File: config.mk
export PLATFORM = sky130hd
export DESIGN_NAME = updn_cmd_gen
export DESIGN_NICKNAME = d
export VERILOG_FILES = /design/src/rtl/updn_cmd_gen.sv
export SDC_FILE = /design/constraint.sdc
export NUM_CORES = 1
export LEC_CHECK = 0
export BUFFER_PORTS_ARGS = -buffer_cell sky130_fd_sc_hd__buf_4
export CAP_MARGIN = 10
export CORE_ASPECT_RATIO = 1.4
export CORE_UTILIZATION = 50
export CTS_BUF_LIST = sky130_fd_sc_hd__clkbuf_16
export DETAILED_ROUTE_END_ITERATION = 6
export PLACE_DENSITY = 0.82
export SETUP_SLACK_MARGIN = 0.15
export SYNTH_ARGS = -nofsm -noshare
export SYNTH_HDL_FRONTEND = slang
export SYNTH_SLANG_ARGS = --single-unit
export TNS_END_PERCENT = 50
File: constraint.sdc
create_clock -name clk -period 1.4 [get_ports clk]
set_clock_uncertainty 0.15 [all_clocks]
set_input_delay 0.42 -clock clk [delete_from_list [all_inputs] [get_ports clk]]
set_output_delay 0.42 -clock clk [all_outputs]
set_load 0.01 [all_outputs]
File: src/rtl/updn_cmd_gen.sv
// updn_cmd_gen
//   Turns three raw push-buttons into single-cycle commands for a downstream
//   5-bit up/down counter. Every button goes through a 2-flop synchronizer
//   and a debouncer. A debounced press raises a pending flag. One pending
//   flag is granted per cycle, with priority load > down > up. An up or down
//   command that would push a saturated counter further is dropped, and
//   sat_err pulses instead.
//
//   Optional feature (macro AUTO_REPEAT_EN): btn_up and btn_down each get an
//   IDLE/HOLD/REPEAT repeat FSM. btn_load never repeats.
//
// Parameters
//   DEB_CYCLES  consecutive disagreeing samples needed to flip a debounced state
//   REP_DELAY   held cycles after the first pulse before auto-repeat starts
//   REP_PERIOD  cycles between auto-repeat pulses
//
// Ports
//   clk                          rising-edge clock
//   rst_n                        asynchronous active-low reset
//   btn_up, btn_down, btn_load   raw asynchronous button levels, active-high
//   load_val[4:0]                value to load into the counter
//   high, low                    saturation flags from the counter
//   cnt_in[4:0]                  registered load value (captured when load fires)
//   load, up, down               registered one-cycle command pulses
//   sat_err                      one-cycle pulse when up/down is dropped on saturation
module updn_cmd_gen #(
  parameter int DEB_CYCLES = 4,
  parameter int REP_DELAY  = 16,
  parameter int REP_PERIOD = 4
) (
  input  logic       clk,
  input  logic       rst_n,
  input  logic       btn_up,
  input  logic       btn_down,
  input  logic       btn_load,
  input  logic [4:0] load_val,
  input  logic       high,
  input  logic       low,
  output logic [4:0] cnt_in,
  output logic       load,
  output logic       up,
  output logic       down,
  output logic       sat_err
);

  // Button index map: 0 = up, 1 = down, 2 = load
  localparam int NB = 3;
  localparam int DW = $clog2(DEB_CYCLES + 1);

  logic [NB-1:0] btn_raw;
  logic [NB-1:0] sync1_reg, sync2_reg;
  logic [NB-1:0] deb_state;
  logic [NB-1:0] deb_prev_reg;
  logic [NB-1:0] rise;
  logic [NB-1:0] rep_set;
  logic [NB-1:0] pend_reg, pend_next;
  logic [NB-1:0] gnt;

  assign btn_raw = {btn_load, btn_down, btn_up};

  always_ff @(posedge clk or negedge rst_n) begin
    if (!rst_n) begin
      sync1_reg    <= '0;
      sync2_reg    <= '0;
      deb_prev_reg <= '0;
    end else begin
      sync1_reg    <= btn_raw;
      sync2_reg    <= sync1_reg;
      deb_prev_reg <= deb_state;
    end
  end

  // Debouncer per button. Any sample that agrees with the current state
  // restarts the count.
  for (genvar gi = 0; gi < NB; gi++) begin : g_deb
    logic [DW-1:0] cnt_reg;
    logic          deb_bit_reg;

    always_ff @(posedge clk or negedge rst_n) begin
      if (!rst_n) begin
        cnt_reg     <= '0;
        deb_bit_reg <= 1'b0;
      end else if (sync2_reg[gi] != deb_bit_reg) begin
        if (cnt_reg == DW'(DEB_CYCLES - 1)) begin
          cnt_reg     <= '0;
          deb_bit_reg <= ~deb_bit_reg;
        end else begin
          cnt_reg <= cnt_reg + 1'b1;
        end
      end else begin
        cnt_reg <= '0;
      end
    end

    assign deb_state[gi] = deb_bit_reg;
  end

  // Only debounced press edges create commands. Release edges are ignored.
  assign rise = deb_state & ~deb_prev_reg;

`ifdef AUTO_REPEAT_EN
  localparam int REP_MAX = (REP_DELAY > REP_PERIOD) ? REP_DELAY : REP_PERIOD;
  localparam int TW      = $clog2(REP_MAX + 1);

  typedef enum logic [1:0] {IDLE, HOLD, REPEAT} rep_state_t;

  for (genvar gi = 0; gi < 2; gi++) begin : g_rep
    rep_state_t    state_reg, state_next;
    logic [TW-1:0] timer_reg, timer_next;
    logic          fire;

    always_ff @(posedge clk or negedge rst_n) begin
      if (!rst_n) begin
        state_reg <= IDLE;
        timer_reg <= '0;
      end else begin
        state_reg <= state_next;
        timer_reg <= timer_next;
      end
    end

    // HOLD starts on the same edge that sets the first pending flag. The
    // timer therefore lines up repeat pulses REP_DELAY cycles after the
    // first pulse, and then every REP_PERIOD cycles.
    always_comb begin
      state_next = state_reg;
      timer_next = timer_reg;
      fire       = 1'b0;
      case (state_reg)
        IDLE: begin
          if (rise[gi]) begin
            state_next = HOLD;
            timer_next = '0;
          end
        end
        HOLD: begin
          if (!deb_state[gi]) begin
            state_next = IDLE;
          end else if (timer_reg == TW'(REP_DELAY - 1)) begin
            state_next = REPEAT;
            timer_next = '0;
            fire       = 1'b1;
          end else begin
            timer_next = timer_reg + 1'b1;
          end
        end
        REPEAT: begin
          if (!deb_state[gi]) begin
            state_next = IDLE;
          end else if (timer_reg == TW'(REP_PERIOD - 1)) begin
            timer_next = '0;
            fire       = 1'b1;
          end else begin
            timer_next = timer_reg + 1'b1;
          end
        end
        default: state_next = IDLE;
      endcase
    end

    assign rep_set[gi] = fire;
  end
  assign rep_set[2] = 1'b0;
`else
  assign rep_set = '0;
`endif

  // Fixed-priority grant. A granted flag clears whether or not it produces a
  // pulse. A new press on an already-pending button simply re-sets the flag,
  // so repeated presses are not counted.
  always_comb begin
    gnt       = '0;
    gnt[2]    = pend_reg[2];
    gnt[1]    = pend_reg[1] & ~pend_reg[2];
    gnt[0]    = pend_reg[0] & ~pend_reg[2] & ~pend_reg[1];
    pend_next = (pend_reg & ~gnt) | rise | rep_set;
  end

  always_ff @(posedge clk or negedge rst_n) begin
    if (!rst_n) begin
      pend_reg <= '0;
      cnt_in   <= '0;
      load     <= 1'b0;
      up       <= 1'b0;
      down     <= 1'b0;
      sat_err  <= 1'b0;
    end else begin
      pend_reg <= pend_next;
      load     <= gnt[2];
      down     <= gnt[1] & ~low;
      up       <= gnt[0] & ~high;
      sat_err  <= (gnt[1] & low) | (gnt[0] & high);
      if (gnt[2]) begin
        cnt_in <= load_val;
      end
    end
  end

endmodule

==> impl_metrics.csv, run 1 <==
group,metric,value,unit
synthesis,ys_seq_area_share,70.7,%
synthesis,ys_ff_latch,33,
cells_and_area,n_fill_cell,142,
drt,wl_met1,688,µm
setup_path,r2r_end,"g_deb[0].deb_bit_reg$_DFFE_PN0P_",
cells_and_area,largest_reg_flops,9,
hold_path,hold_end,"sync1_reg[0]$_DFF_PN0_",
setup_path,worst-path-buf-inv,1,
synthesis,synth_top_cell_by_area,"dfrtp_1",
drt,vias,652,
sta,max_freq,0.742,GHz
pwr,switching_share,25.5,%
setup_path,arrival,0.78,ns
cells_and_area,nets,121,
cells_and_area,drive_gt1_share,45.3,%
drt,vias_per_cell,5.09,
clocking,insertion_delay,0.27,ns
drt,routedWlPerCell,13.7,µm
job,maxCapViolCount,0,
global_route,antenna_found_initial,0,
drt,ant_nets,0,
cells_and_area,area_growth,34.8,%
sta,tightest_slew,0.398,ns
setup_path,endpoint_kind,"output port",
synthesis,synth_edf_count,0,
setup_path,r2r_slack,0.14,ns
setup_path,crit_required,0.83,ns
setup_path,crit_path_top_delay_cell,"dfrtp_1",
setup_path,rr_worst_depth,3,
setup_path,worstReg2RegStart,"g_deb[0].cnt_reg[0]$_DFF_PN0_",
global_route,grt_max_degree,34,
drt,wl_met3,59,µm
setup_path,crit_family,"flip-flops",
setup_path,critPathKind,"reg -> out",
pwr,power_density,2160,mW/mm²
drt,topRoutingLayerUsed,"met4",
synthesis,synth_cell_types,16,
synthesis,synthArstFlopShare,100,%
clocking,cts.htree.levels,2,
setup_path,cp-start-kind,"flip-flop",
setup_path,cpPeakStageDelay,0.38,ns
synthesis,syn_nets,87,
placement,gp_congestion,0.723,
global_route,grtUsageTotal,16.5,%
placement,dpl.hpwl,1060,µm
pwr,netSwitchingPower,868,µW
sta,slew_headroom,73.4,%
sta,post-route-period-util,96.2,%
pwr,leakagePower,0.000746,µW
drt,drtIter0Drc,15,
drt,route.met2.wl,981,µm
pwr,power_frac_clock,28.2,%
run_status,status,"finished, final reports clean",
synthesis,yosys-top-cells-count,"dfrtp_1 (33), mux2_2 (8), nor3b_1 (6)",
setup_path,path_max_fanout,2,
clocking,cts_buffer_depth,2,
synthesis,yosysTopAreaCellShare,70.7,%
drt,firstDrtPassIters,5,
floorplan,die_area,0.00254,mm²
hold_path,min_from,"btn_up",
global_route,overflow,0,
pwr,ir_worst_vdd,0.00142,V
sta,setup-tns-final,0,ns
pwr,p_int,2530,µW
synthesis,yosys-top-cells-area,"dfrtp_1 (71%), mux2_2 (7.7%), nor3b_1 (3.9%)",
clocking,cts.clk_slew.worst_paths,0.05,ns
drt,drcViolationCount,0,
clocking,cts-root-buf,"clkbuf_16",
cells_and_area,n_antenna_cell,0,
setup_path,crit_chain,"buf_6",
floorplan,initial_core_util,53.1,%
floorplan,coreArea,0.00220,mm²
sta,setup_viol,0,
sta,finalMaxSlewViolations,0,
sta,final_hold_viol_count,0,
synthesis,yosysMostFrequentCell,"dfrtp_1",
synthesis,syn_inst,72,
placement,portBuffers,20,
hold_path,min_path_cells,1,
clocking,tritoncts,"done",
synthesis,ys_warn_count,0,
clocking,cts_sinks,33,
hold_path,hold_class,"in -> reg",
floorplan,rows,20,
floorplan,die_w,42.9,µm
pwr,p_seq_share,44.5,%
cells_and_area,final_util,71.5,%
clocking,numCtsBuffers,5,
synthesis,synthesis.area,0.00117,mm²
sta,fin_crit,1.35,ns
pwr,comb_power_share,27.4,%
sta,rsz0062_at_grt,"yes",
global_route,grt_pass1_wl,2890,µm
floorplan,die_h,59.2,µm
synthesis,synth.avg_cell_area,16.2,µm²
global_route,grt_pass1_vias,685,
drt,wl,1760,µm
floorplan,top_level_ports,21,
synthesis,synth_ff_type,"dfrtp_1",
-- power groups by stage --
stage                     clock network (µW)  logic, µW  registers [µW]
final                                    958        930            1510
after CTS                                989        831            1510
after floorplan                            0        470            1490
after global routing                    1040       1020            1560
after global placement                     0        708            1490
after detailed placement                   0        752            1510
-- routing by layer --
layer | GRT usage (%) | vias up
met5 | 0 | -
met4 | 9.38 | 0
met3 | 7.62 | 4
met2 | 27.3 | 20
met1 | 16.9 | 321
li1 | - | 307
-- layout make-up --
type / count / area (µm²) / share of cell area, %
clock inverters: 2 / 7.51 / 0.477
flip-flops and latches: 33 / 826 / 52.4
repair buffers: 28 / 239 / 15.2
multi-input cells: 36 / 343 / 21.8
inverters: 2 / 7.51 / 0.477
well taps: 22 / 27.5 / 1.75
clock buffers: 5 / 125 / 7.94
-- cells in the final DEF (no fill, tap or decap), drive strengths merged --
cell,n
clkinv,1
ha,3
xnor2,3
nor3b,7
o21ai,3
nand3b,1
nand2,2
nor4b,1
a21oi,1
nor3,3
inv,3
buf,27
mux2,8
dlygate4sd3,1
nor2b,4
clkbuf,5
dfrtp,33
-- worst max path at each step --
stage	endpoint	cells after the start	slack [ns]	from
2_1_floorplan	g_deb[0].deb_bit_reg$_DFFE_PN0P_	3	0.16	g_deb[0].cnt_reg[0]$_DFF_PN0_
3_3_place_gp	g_deb[0].deb_bit_reg$_DFFE_PN0P_	3	0.13	g_deb[0].cnt_reg[0]$_DFF_PN0_
3_5_place_dp	g_deb[0].deb_bit_reg$_DFFE_PN0P_	3	0.09	g_deb[0].cnt_reg[0]$_DFF_PN0_
4_1_cts	cnt_in[3]	1	0.04	cnt_in[3]$_DFFE_PN0P_
5_1_grt	cnt_in[0]	1	0.03	cnt_in[0]$_DFFE_PN0P_
6_report	cnt_in[3]	1	0.05	cnt_in[3]$_DFFE_PN0P_
-- cells by family after synthesis --
group | share of synthesized area [%]
AOI/OAI and AO/OA | 1.71
xor gates and xnor gates | 2.25
adders and majority gates | 3.21
buffers and inverters | 1.61
DFF | 70.7
muxes | 7.71
and+or+nand+nor | 12.8
-- metrics by stage --
stage                     power [µW]  instances  worst slack [ns]  hold slack (ns)  area (µm²)
after floorplan                 1960         72             0.160          -0.0256        1170
after detailed placement        2260        113            0.0940            0.185        1340
after global routing            3610        128            0.0259            0.101        1580
final                           3400        128            0.0531            0.111        1580
after global placement          2200        113             0.125            0.182        1340
after CTS                       3330        122            0.0434            0.103        1510
-- what timing repair did --
action,CTS,global route
hold buffers,1,0
buffers inserted,1,6
gates cloned,0,0
setup endpoints to repair,12,18
endpoints found under the hold margin,33,0
resized for setup,6,7
pin swaps,0,3
Power figures use the tool's default switching activity.
==> inputs of run 2 (changes only) <==
Settings changed: CELL_PAD_IN_SITES_DETAIL_PLACEMENT set to 0, CELL_PAD_IN_SITES_GLOBAL_PLACEMENT set to 2, CORE_UTILIZATION 50 to 37, PLACE_DENSITY 0.82 to 0.84.
==> run 2 against run 1 <==
  * Fmax decreased by 0.27%
  * Hold slack got worse by 0.0067 ns
  * Largest power group unchanged
  * Wire length decreased by 8.5%
  * Clock-buffer cell count unchanged
  * Die area increased by 34%
  * Power decreased by 2.5%
  * Clock power increased by 2%
==> impl_metrics.csv, run 2 (synthesized netlist as in run 1, its figures left out) <==
group,metric,value,unit
run_status,status,"finished, final reports clean",
hold_path,min_path_cells,1,
global_route,overflow,0,
sta,rsz0062_at_grt,"yes",
cells_and_area,largest_reg_flops,9,
global_route,met1_usage,11.8,%
drt,routedWlPerCell,11.6,µm
placement,gp_congestion,0.713,
setup_path,cpPeakStageDelay,0.39,ns
floorplan,rows,23,
setup_path,arrival,0.78,ns
placement,portBuffers,20,
global_route,grtUsageTotal,12.0,%
global_route,use_met3,6.58,%
global_route,gr-usage-met2,19.7,%
placement,dpl.hpwl,1060,µm
setup_path,crit_required,0.83,ns
sta,setup-tns-final,0,ns
floorplan,coreArea,0.00294,mm²
setup_path,endpoint_kind,"output port",
drt,drcViolationCount,0,
cells_and_area,mostFrequentLayoutCells,"dfrtp_1 (33), buf_4 (15), mux2_2 (7), buf_6 (7), nor3b_1 (6)",
cells_and_area,area_growth,32.4,%
clocking,cts_buffer_depth,2,
clocking,tritoncts,"done",
sta,tightest_slew,0.388,ns
pwr,power_frac_clock,29.4,%
drt,ant_nets,0,
sta,finalMaxSlewViolations,0,
drt,vias_per_cell,4.53,
drt,firstDrtPassIters,3,
setup_path,critPathKind,"reg -> out",
clocking,cts.clk_slew.worst_paths,0.05,ns
setup_path,cp-start-kind,"flip-flop",
pwr,comb_power_share,25.0,%
setup_path,rr_worst_depth,3,
clocking,cts.htree.levels,2,
pwr,power_density,2140,mW/mm²
sta,max_freq,0.740,GHz
cells_and_area,final_util,52.7,%
clocking,insertion_delay,0.27,ns
hold_path,min_from,"btn_down",
pwr,netSwitchingPower,857,µW
global_route,gr-max-usage-layer,"met2",
sta,final_hold_viol_count,0,
pwr,leakagePower,0.000727,µW
setup_path,path_max_fanout,2,
hold_path,hold_class,"in -> reg",
pwr,switching_share,25.8,%
drt,drtIter0Drc,6,
setup_path,r2r_slack,0.10,ns
global_route,grt_pass1_wl,2790,µm
setup_path,crit_family,"flip-flops",
global_route,antenna_found_initial,0,
clocking,cts-root-buf,"clkbuf_16",
pwr,ir_worst_vdd,0.00135,V
pwr,p_int,2460,µW
clocking,cts_sinks,33,
drt,wl,1610,µm
setup_path,r2r_end,"g_deb[2].deb_bit_reg$_DFFE_PN0P_",
sta,post-route-period-util,96.5,%
cells_and_area,n_antenna_cell,0,
sta,fin_crit,1.35,ns
cells_and_area,nets,116,
floorplan,top_level_ports,21,
setup_path,worst-path-buf-inv,1,
cells_and_area,drive_gt1_share,40.2,%
job,maxCapViolCount,0,
global_route,grt_max_degree,34,
setup_path,crit_chain,"buf_6",
sta,setup_viol,0,
floorplan,die_w,49.5,µm
pwr,p_seq_share,45.5,%
hold_path,hold_end,"sync1_reg[1]$_DFF_PN0_",
floorplan,die_area,0.00339,mm²
floorplan,initial_core_util,39.8,%
setup_path,crit_path_top_delay_cell,"dfrtp_1",
floorplan,die_h,68.5,µm
setup_path,worstReg2RegStart,"g_deb[2].cnt_reg[0]$_DFF_PN0_",
sta,slew_headroom,74.1,%
clocking,numCtsBuffers,5,
cells_and_area,final_common_cell,"dfrtp_1",
drt,vias,629,
global_route,grt_pass1_vias,663,
==> run 2: layout make-up <==
type	count	area, µm²
clock buffers	5	125
fillers	260	1390
multi-input cells	36	330
clock inverters	3	11.3
flip-flops and latches	33	826
repair buffers	23	201
well taps	37	46.3
inverters	2	7.51
==> run 2: layer usage <==
layer / vias to the layer above / share of wire, %
li1: 300 / -
met1: 307 / 41
met2: 17 / 51
met3: 5 / 6.1
met4: 0 / 2.4
met5: - / 0
==> run 2: repair_timing <==
item                                    4_1_cts  5_1_grt
endpoints found under the setup margin       12       17
gates resized for setup                       6        3
pin swaps                                     0        1
endpoints found under the hold margin        33        0
setup buffers                                 0        2
hold buffers                                  1        0
==> run 2: how the worst max path moves through the flow <==
stage	startpoint	end	cells after the start
after global placement	g_deb[0].cnt_reg[0]$_DFF_PN0_	g_deb[0].deb_bit_reg$_DFFE_PN0P_	3
after floorplan	g_deb[0].cnt_reg[0]$_DFF_PN0_	g_deb[0].deb_bit_reg$_DFFE_PN0P_	3
final	cnt_in[3]$_DFFE_PN0P_	cnt_in[3]	1
after detailed placement	g_deb[0].cnt_reg[0]$_DFF_PN0_	g_deb[0].deb_bit_reg$_DFFE_PN0P_	3
after global routing	cnt_in[2]$_DFFE_PN0P_	cnt_in[2]	1
after CTS	cnt_in[3]$_DFFE_PN0P_	cnt_in[3]	1
==> run 2: per-stage QoR <==
stage | worst slack (ns) | cells | cell area, µm² | total power [µW] | hold WS (ns)
after floorplan | 0.160 | 72 | 1170 | 1960 | -0.0256
after detailed placement | 0.0897 | 128 | 1350 | 2260 | 0.189
after global placement | 0.119 | 128 | 1350 | 2210 | 0.186
after global routing | 0.00864 | 139 | 1550 | 3540 | 0.0921
after CTS | 0.0396 | 137 | 1520 | 3330 | 0.0963
final | 0.0494 | 139 | 1550 | 3320 | 0.104
==> run 2: power by group through the flow <==
stage	clock (µW)	combinational (µW)	sequential, µW
floorplan	0	470	1490
detailed placement	0	750	1510
finish	975	830	1510
global placement	0	717	1490
CTS	1010	805	1510
global route	1050	921	1560
==> inputs of run 3 (changes only) <==
Settings changed: CORE_UTILIZATION 37 to 40, CTS_BUF_LIST sky130_fd_sc_hd__clkbuf_16 to sky130_fd_sc_hd__clkbuf_2 sky130_fd_sc_hd__clkbuf_4 sky130_fd_sc_hd__clkbuf_8, PLACE_DENSITY 0.84 to 0.89.
==> run 3 against run 2 <==
  * The flow now finishes with violations (setup timing)
  * First-iteration DRC count shrank 67%
  * Sequential share of layout area grew 2.3 points
  * Clock power shrank 39%
  * Worst setup slack lost 0.075 ns
  * Cell area shrank 4.0%
  * Combinational power grew 1%
  * Sequential power is essentially flat
  * Critical path type unchanged
  * Core utilization grew 2.4 points
  * Largest cell class unchanged
  * Global-route usage grew 0.98 points
  * Critical endpoint is now cnt_in[2]
==> impl_metrics.csv, run 3 (synthesized netlist as in run 1, its figures left out) <==
group,metric,value,unit
sta,finalMaxSlewViolations,0,
clocking,insertion_delay,0.32,ns
clocking,post_cts_buffers,0,
clocking,cts.htree.levels,2,
sta,rsz0062_at_grt,"yes",
global_route,met1_usage,13.1,%
cells_and_area,mostFrequentLayoutCells,"dfrtp_1 (32), buf_4 (11), buf_6 (9), nor3b_1 (6)",
global_route,gr-max-usage-layer,"met2",
placement,gp_congestion,0.672,
sta,setup-tns-final,-0.0774,ns
setup_path,cpPeakStageDelay,0.41,ns
drt,drtIter0Drc,2,
setup_path,crit_chain,"buf_6",
floorplan,rows,22,
pwr,comb_power_share,28.5,%
pwr,power_density,1980,mW/mm²
drt,routedWlPerCell,11.6,µm
global_route,grt_max_degree,34,
sta,fin_crit,1.43,ns
floorplan,coreArea,0.00270,mm²
drt,firstDrtPassIters,3,
setup_path,endpoint_kind,"output port",
setup_path,r2r_end,"g_deb[0].deb_bit_reg$_DFFE_PN0P_",
clocking,cts_sinks,33,
sta,post-route-period-util,102,%
setup_path,path_max_fanout,2,
cells_and_area,nets,114,
global_route,overflow,0,
cells_and_area,final_common_cell,"dfrtp_1",
drt,ant_nets,0,
setup_path,arrival,0.86,ns
floorplan,initial_core_util,43.3,%
setup_path,crit_family,"flip-flops",
clocking,cts.clk_slew.worst_paths,0.10,ns
sta,max_freq,0.702,GHz
floorplan,die_area,0.00314,mm²
cells_and_area,drive_gt1_share,45.0,%
sta,slew_headroom,73.9,%
pwr,p_seq_share,51.4,%
drt,drcViolationCount,0,
hold_path,min_from,"btn_load",
clocking,numCtsBuffers,5,
global_route,grtUsageTotal,12.9,%
sta,final_hold_viol_count,0,
setup_path,crit_required,0.83,ns
global_route,grt_pass1_wl,2750,µm
sta,setup_viol,6,
pwr,netSwitchingPower,821,µW
setup_path,r2r_slack,0.11,ns
clocking,cts_buffer_depth,2,
placement,dp_slack,0.0862,ns
sta,worst_slack,-0.0253,ns
setup_path,critPathKind,"reg -> out",
job,maxCapViolCount,0,
global_route,grt_pass1_vias,669,
sta,holdWs,0.0458,ns
cells_and_area,n_fill_cell,247,
sta,tightest_slew,0.391,ns
pwr,power_frac_clock,20.1,%
hold_path,hold_class,"in -> reg",
hold_path,hold_end,"sync1_reg[2]$_DFF_PN0_",
cells_and_area,area_growth,27.2,%
cells_and_area,n_antenna_cell,0,
floorplan,die_h,66.0,µm
global_route,use_met3,6.56,%
pwr,ir_worst_vdd,0.00107,V
pwr,p_int,2120,µW
setup_path,worst-path-buf-inv,1,
cells_and_area,largest_reg_flops,9,
floorplan,die_w,47.7,µm
drt,wl,1570,µm
global_route,antenna_found_initial,0,
floorplan,top_level_ports,21,
drt,vias_per_cell,4.73,
clocking,cts-root-buf,"clkbuf_4",
pwr,leakagePower,0.000682,µW
setup_path,cp-start-kind,"flip-flop",
run_status,violations,"setup timing",
placement,portBuffers,20,
hold_path,min_path_cells,1,
run_status,status,"finished, violations left",
cells_and_area,final_util,55.1,%
placement,dpl.hpwl,1070,µm
setup_path,crit_path_top_delay_cell,"dfrtp_1",
drt,vias,643,
clocking,tritoncts,"done",
setup_path,rr_worst_depth,3,
pwr,switching_share,27.9,%
setup_path,worstReg2RegStart,"g_deb[0].cnt_reg[0]$_DFF_PN0_",
global_route,gr-usage-met2,21.5,%
run 3: power groups by stage:
| stage | Sequential (µW) | Combinational, µW | Clock [µW] |
|---|---|---|---|
| floorplan | 1490 | 470 | 0 |
| global placement | 1490 | 715 | 0 |
| detailed placement | 1510 | 742 | 0 |
| CTS | 1520 | 852 | 618 |
| global route | 1570 | 944 | 671 |
| finish | 1510 | 839 | 591 |
run 3: how the worst max path moves through the flow:
stage,from,to,slack (ns),cells past startpoint
finish,cnt_in[2]$_DFFE_PN0P_,cnt_in[2],-0.03,1
global route,cnt_in[2]$_DFFE_PN0P_,cnt_in[2],-0.08,1
CTS,cnt_in[2]$_DFFE_PN0P_,cnt_in[2],-0.03,1
detailed placement,g_deb[0].cnt_reg[0]$_DFF_PN0_,g_deb[0].deb_bit_reg$_DFFE_PN0P_,0.09,3
global placement,g_deb[0].cnt_reg[0]$_DFF_PN0_,g_deb[0].deb_bit_reg$_DFFE_PN0P_,0.13,3
floorplan,g_deb[0].cnt_reg[0]$_DFF_PN0_,g_deb[0].deb_bit_reg$_DFFE_PN0P_,0.16,3
run 3: layer usage:
layer	up-vias	part of all wire, %
met5	-	0
met4	0	1.7
met3	4	6.2
met2	21	51
met1	318	41
li1	300	-
run 3: repair_timing:
action                     in CTS  in global routing
gates resized for setup        15                  1
setup endpoints to repair      12                 17
hold buffers                    1                  0
hold endpoints to repair       33                  0
pin swaps                       3                  2
run 3: layout make-up:
class                           instances  area [µm²]  area share (%)
Inverter                                2        7.51           0.505
Clock buffer                            7        65.1            4.38
Clock inverter                          1        5.00           0.337
Timing Repair Buffer                   21         194            13.0
Tap cell                               36        45.0            3.03
Sequential cell                        33         827            55.6
Multi-Input combinational cell         36         343            23.1
run 3: metrics by stage:
| step | power (µW) | cells | instance area, µm² |
|---|---|---|---|
| floorplan | 1960 | 72 | 1170 |
| global placement | 2210 | 127 | 1350 |
| detailed placement | 2260 | 127 | 1350 |
| CTS | 2990 | 136 | 1490 |
| global route | 3180 | 136 | 1490 |
| finish | 2940 | 136 | 1490 |
